==> src/rtl/uart_rx_fifo.sv <==
// rtl/uart_rx_fifo.sv - 8N1 UART receiver with a small receive FIFO
//
// Purpose:
//   Deserialises the host-to-board serial line into bytes for the core.
//   The raw line is synchronised, a 1->0 edge starts a frame, the start bit
//   is re-checked at mid-bit, data bits are sampled LSB first at bit
//   centres, and the stop bit decides whether the byte is pushed into the
//   FIFO or flagged. The consumer pops with a valid/ready handshake.
//
// Ports:
//   clk      - system clock, single domain
//   rstn     - synchronous active-low reset
//   rxd      - raw serial input, asynchronous, idles high
//   rdata    - byte at the FIFO head, 0 while rvalid=0
//   rvalid   - FIFO holds at least one byte
//   rready   - consumer takes rdata at a clk edge when rvalid&&rready
//   count    - FIFO occupancy, 0..FIFO_DEPTH
//   ferr     - sticky framing error (stop bit sampled low)
//   overrun  - sticky overrun (good byte arrived while FIFO full)
//   err_clr  - one-cycle pulse clearing ferr and overrun
module uart_rx_fifo #(
  parameter int CLK_PER_BIT = 868,
  parameter int FIFO_DEPTH  = 4,
  parameter int CNT_W       = $clog2(FIFO_DEPTH) + 1
) (
  input  logic             clk,
  input  logic             rstn,
  input  logic             rxd,
  output logic [7:0]       rdata,
  output logic             rvalid,
  input  logic             rready,
  output logic [CNT_W-1:0] count,
  output logic             ferr,
  output logic             overrun,
  input  logic             err_clr
);

  localparam int H  = CLK_PER_BIT / 2;
  localparam int BW = $clog2(CLK_PER_BIT);
  localparam int AW = $clog2(FIFO_DEPTH);

  localparam logic [1:0] S_IDLE  = 2'd0;
  localparam logic [1:0] S_START = 2'd1;
  localparam logic [1:0] S_DATA  = 2'd2;
  localparam logic [1:0] S_STOP  = 2'd3;

  localparam logic [BW-1:0]    BAUD_LAST = BW'(CLK_PER_BIT - 1);
  localparam logic [BW-1:0]    HALF_LAST = BW'(H - 1);
  localparam logic [BW-1:0]    BAUD_ONE  = BW'(1);
  localparam logic [CNT_W-1:0] CNT_FULL  = CNT_W'(FIFO_DEPTH);

  // synchroniser and edge history
  logic sync1_q, sync1_d;
  logic rxd_s_q, rxd_s_d;
  logic rxd_d_q, rxd_d_d;

  // receive FSM
  logic [1:0]    state_q, state_d;
  logic [BW-1:0] baud_q,  baud_d;
  logic [2:0]    bit_q,   bit_d;
  logic [7:0]    shift_q, shift_d;

  // FIFO
  logic [7:0]       mem_q [FIFO_DEPTH];
  logic [AW-1:0]    wr_ptr_q, wr_ptr_d;
  logic [AW-1:0]    rd_ptr_q, rd_ptr_d;
  logic [CNT_W-1:0] count_q,  count_d;

  // flags
  logic ferr_q, ferr_d;
  logic ovr_q,  ovr_d;

  // per-cycle events
  logic stop_ok;
  logic stop_bad;
  logic full;
  logic pop;
  logic push;
  logic ovr_ev;

  always_comb begin
    sync1_d = rxd;
    rxd_s_d = sync1_q;
    rxd_d_d = rxd_s_q;

    state_d  = state_q;
    baud_d   = baud_q;
    bit_d    = bit_q;
    shift_d  = shift_q;
    stop_ok  = 1'b0;
    stop_bad = 1'b0;

    case (state_q)
      S_IDLE: begin
        baud_d = '0;
        // The detection cycle itself is baud tick 0, so the start-bit
        // check lands H-1 cycles after it and the stop-bit sample lands
        // H-1 + 9*CLK_PER_BIT cycles after it.
        if (rxd_d_q && !rxd_s_q) begin
          state_d = S_START;
          baud_d  = BAUD_ONE;
        end
      end
      S_START: begin
        if (baud_q == HALF_LAST) begin
          if (rxd_s_q) begin
            // line went back high before mid-bit: glitch, not a start bit
            state_d = S_IDLE;
            baud_d  = '0;
          end else begin
            state_d = S_DATA;
            baud_d  = '0;
            bit_d   = 3'd0;
          end
        end else begin
          baud_d = baud_q + 1'b1;
        end
      end
      S_DATA: begin
        if (baud_q == BAUD_LAST) begin
          shift_d = {rxd_s_q, shift_q[7:1]};
          baud_d  = '0;
          if (bit_q == 3'd7) begin
            state_d = S_STOP;
          end else begin
            bit_d = bit_q + 1'b1;
          end
        end else begin
          baud_d = baud_q + 1'b1;
        end
      end
      S_STOP: begin
        if (baud_q == BAUD_LAST) begin
          // back to IDLE in the sampling cycle so a start edge right after
          // the stop bit is caught without an idle gap
          state_d = S_IDLE;
          baud_d  = '0;
          if (rxd_s_q) begin
            stop_ok = 1'b1;
          end else begin
            stop_bad = 1'b1;
          end
        end else begin
          baud_d = baud_q + 1'b1;
        end
      end
      default: begin
        state_d = S_IDLE;
        baud_d  = '0;
      end
    endcase
  end

  always_comb begin
    full   = (count_q == CNT_FULL);
    pop    = (count_q != '0) && rready;
    // a pop in the same cycle frees the slot the new byte needs
    push   = stop_ok && (!full || pop);
    ovr_ev = stop_ok && full && !pop;

    wr_ptr_d = push ? wr_ptr_q + 1'b1 : wr_ptr_q;
    rd_ptr_d = pop  ? rd_ptr_q + 1'b1 : rd_ptr_q;

    count_d = count_q;
    case ({push, pop})
      2'b10:   count_d = count_q + 1'b1;
      2'b01:   count_d = count_q - 1'b1;
      default: count_d = count_q;
    endcase

    // a new error event takes priority over a coincident clear
    ferr_d = ferr_q;
    if (err_clr) begin
      ferr_d = 1'b0;
    end
    if (stop_bad) begin
      ferr_d = 1'b1;
    end

    ovr_d = ovr_q;
    if (err_clr) begin
      ovr_d = 1'b0;
    end
    if (ovr_ev) begin
      ovr_d = 1'b1;
    end
  end

  always_ff @(posedge clk) begin
    if (!rstn) begin
      sync1_q  <= 1'b1;
      rxd_s_q  <= 1'b1;
      rxd_d_q  <= 1'b1;
      state_q  <= S_IDLE;
      baud_q   <= '0;
      bit_q    <= 3'd0;
      shift_q  <= 8'h00;
      wr_ptr_q <= '0;
      rd_ptr_q <= '0;
      count_q  <= '0;
      ferr_q   <= 1'b0;
      ovr_q    <= 1'b0;
    end else begin
      sync1_q  <= sync1_d;
      rxd_s_q  <= rxd_s_d;
      rxd_d_q  <= rxd_d_d;
      state_q  <= state_d;
      baud_q   <= baud_d;
      bit_q    <= bit_d;
      shift_q  <= shift_d;
      wr_ptr_q <= wr_ptr_d;
      rd_ptr_q <= rd_ptr_d;
      count_q  <= count_d;
      ferr_q   <= ferr_d;
      ovr_q    <= ovr_d;
    end
  end

  // storage needs no reset: entries are only visible through rvalid
  always_ff @(posedge clk) begin
    if (rstn && push) begin
      mem_q[wr_ptr_q] <= shift_q;
    end
  end

  assign rvalid  = (count_q != '0);
  assign rdata   = rvalid ? mem_q[rd_ptr_q] : 8'h00;
  assign count   = count_q;
  assign ferr    = ferr_q;
  assign overrun = ovr_q;

endmodule

==> config.mk <==
export PLATFORM = sky130hd
export DESIGN_NAME = uart_rx_fifo
export DESIGN_NICKNAME = d
export VERILOG_FILES = /design/src/rtl/uart_rx_fifo.sv
export SDC_FILE = /design/constraint.sdc
export NUM_CORES = 1
export LEC_CHECK = 0
export CORE_AREA = 2 2 77 79
export CTS_BUF_LIST = sky130_fd_sc_hd__clkbuf_4 sky130_fd_sc_hd__clkbuf_8
export DETAILED_ROUTE_END_ITERATION = 10
export DIE_AREA = 0 0 79 81
export PLACE_DENSITY = 0.85
export SLEW_MARGIN = 10
export SYNTH_ARGS = -nofsm -noshare
export SYNTH_HDL_FRONTEND = slang
export SYNTH_SLANG_ARGS = --single-unit
==> constraint.sdc <==
create_clock -name clk -period 2.1 [get_ports clk]
set_input_delay 0.315 -clock clk [delete_from_list [all_inputs] [get_ports clk]]
set_output_delay 0.315 -clock clk [all_outputs]
set_load 0.02 [all_outputs]
==> flow_metrics.py <==
metrics = {
    "status": {
        "outcome": "complete, no violations",
    },
    "clocking": {
        "cts_buffers": 9,
        "cts.sinks": 69,
        "clk_path_buf_depth": 2,
        "cts_max_level": 3,
        "clock_latency_ns": 0.34,
        "path_clk_slew_ns": 0.07,
        "cts_root_buffer": "clkbuf_8",
        "post_cts_buffers": 0,
        "cts_tree": "done",
    },
    "logic_synthesis": {
        "synth_cell_types": 44,
        "syn-num-nets": 246,
        "syn-cell-area_mm2": 0.00294,
        "synth_area_per_cell_um2": 12.7,
        "synth_compound_area_share_pct": 4.38,
        "synthTopCellsByArea": "edfxtp_1, dfxtp_1, mux4_2",
        "yosysMostFrequentCell": "dfxtp_1",
        "synth_seq_area_share_pct": 57.8,
        "ys_ff_latch": 69,
        "synthMuxAreaShare_pct": 9.52,
        "synth_edf_count": 32,
        "synthAdderAreaFrac_pct": 4.08,
        "synthCells": 232,
        "yosys.area_share.xor_xnor_pct": 3.57,
        "synth_top_family_by_area": "simple AND/OR/NAND/NOR gates",
        "synth_common_cells": "dfxtp_1, edfxtp_1, nor2b_1",
        "async_flop_share_pct": 0,
        "synthFlopType": "dfxtp_1",
        "ys_warn_count": 0,
        "yosys.area.top_type_share_pct": 32.7,
        "synth_largest_area_cell": "edfxtp_1",
        "synth-simple-area-share_pct": 18.2,
    },
    "timing": {
        "final-hold-violation-count": 0,
        "fin_tns_setup_ns": 0,
        "relSlewSlack_pct": 58.8,
        "tightest_slew_ns": 0.613,
        "slew_viol_final": 0,
        "holdWs_ns": 0.417,
        "fin_crit_sh_pct": 97.1,
        "rsz0062_at_grt": "no",
        "skew_ns": 0.00630,
        "max_clock_freq_mhz": 490,
        "setup_violations": 0,
        "period_needed_ns": 2.04,
    },
    "setup_path": {
        "crit_arrival_ns": 1.72,
        "worst_ep_required_time_ns": 1.78,
        "path_class": "reg -> out",
        "cpLargestDelayFamily": "multiplexers",
        "cp_cell_sequence": "buf_12 > mux4_2 > nor2b_1 > clkdlybuf4s15_1",
        "crit_buf_inv": 2,
        "critPathLaunchType": "flop",
        "slowest_delay_ns": 0.49,
        "cp-end-kind": "output port",
        "cp_slowest_cell": "mux4_2",
        "critical_path.max_fanout": 8,
    },
    "floorplan": {
        "die_area_mm2": 0.00640,
        "ioPinCount": 19,
        "start_util_pct": 51.9,
        "rows": 28,
        "core_mm2": 0.00568,
        "die_h_um": 81,
        "die_w_um": 79,
    },
    "global_route": {
        "grt_overflow": 0,
        "antenna_found_initial": 0,
        "grt_pass1_wl_um": 8460,
        "grt.total_usage_pct": 17.8,
        "grt_max_degree": 32,
        "grt_pass1_vias": 1804,
    },
    "power": {
        "leakagePower_nw": 1.23,
        "powerDensity_mw_per_mm2": 907,
        "ir_worst_vdd_v": 0.000530,
    },
    "placement": {
        "gp_congestion": 0.813,
        "portBuffers": 18,
        "dpl.hpwl_um": 3620,
        "dp.cells": 334,
    },
    "routing": {
        "wirelength_um": 5160,
        "topRoutingLayerUsed": "met4",
        "viasPerCell": 5.26,
        "wl_met2_um": 2590,
        "antenna_violating_nets_post_route": 0,
        "wirelength_met1_um": 2210,
        "post_drt_wl_per_cell_um": 14.7,
        "drcViolationCount": 0,
        "via_count": 1841,
        "drtPass1Iterations": 4,
        "route.met3.wl_um": 223,
        "drt_iter0_markers": 122,
    },
    "layout": {
        "drive_gt1_share_pct": 20.7,
        "stdcell_count": 350,
        "antenna_cells": 0,
        "fin_nets": 284,
        "nFillCells": 441,
        "syn_to_final_growth_pct": 18.9,
    },
    "hold_path": {
        "min_path_type": "reg -> reg",
    },
    "run": {
        "cap_violations": 0,
    },
}
-- metrics by stage --
step	area (um2)	setup WS, ns	power (mW)	utilization, %
3_5_place_dp	3310	-0.236	2.30	58.4
6_report	3500	0.0606	3.17	61.6
4_1_cts	3480	0.00750	3.17	61.4
3_3_place_gp	3310	-0.203	2.28	58.4
5_1_grt	3500	0.000406	3.31	61.6
2_1_floorplan	2940	0.00857	1.96	-
-- routing by layer --
layer	track usage, %	vias up
met4	10.7	0
met5	0	-
met1	21.2	885
met2	30.5	41
li1	-	902
met3	3.11	13
-- cells in the final DEF (no fill, tap or decap), types with 8 or more instances in the layout --
cell / n
buf_4: 15
clkbuf_8: 10
clkdlybuf4s50_1: 9
dfxtp_1: 34
edfxtp_1: 32
ha_1: 8
inv_1: 10
mux2i_1: 10
mux4_2: 8
nand2_1: 15
nor2_1: 15
nor2b_1: 20
-- worst paths after layout --
kind	to	depth (start not counted)	slack, ns	from
min	rxd_d_d	1	0.42	rxd_s_d
max reg2reg	mem_q[1][1]	4	0.09	count[0]
max	rdata[2]	4	0.06	flop
min reg2reg	rxd_d_d	1	0.42	rxd_s_d
-- flip-flops by register name, indices dropped and copies added, names as in the netlist, named ones only --
signal,flops
wr_ptr_q,2
shift_q,8
rxd_d_q,1
rd_ptr_q,2
bit_q,3
ferr,1
mem_q,32
count,3
state_q,1
overrun,1
rxd_d_d,1
baud_q,10
rxd_s_d,1
-- layout make-up --
cell class              count  area, um2  share of cell area (%)
inverters                  10       37.5                    1.07
clock buffers              11        145                    4.15
well taps                  75       93.8                    2.68
flip-flops and latches     69       1710                    48.7
repair buffers             34        300                    8.58
clock inverters             5       26.3                   0.751
multi-input cells         146       1190                    34.0
-- power by group --
group | internal [mW] | switching (mW)
registers | 1.44 | 0.0519
clock network | 0.461 | 0.467
logic | 0.384 | 0.372
-- cells by family (layout without fill, tap and decap cells) --
group / after synthesis / in the layout
and+or+nand+nor: 91 / 91
DFF: 69 / 69
adders and majority gates: 9 / 9
xor gates and xnor gates: 12 / 12
buffers and inverters: 17 / 60
AOI/OAI and AO/OA: 16 / 16
muxes: 18 / 18
-- what timing repair did --
item | CTS | global route
gates resized for setup | 11 | 19
endpoints found under the hold margin | 0 | 0
pin swaps | 0 | 0
hold buffers | 0 | 0
endpoints found under the setup margin | 9 | 43
No activity file was read; power rests on OpenSTA's default activity.
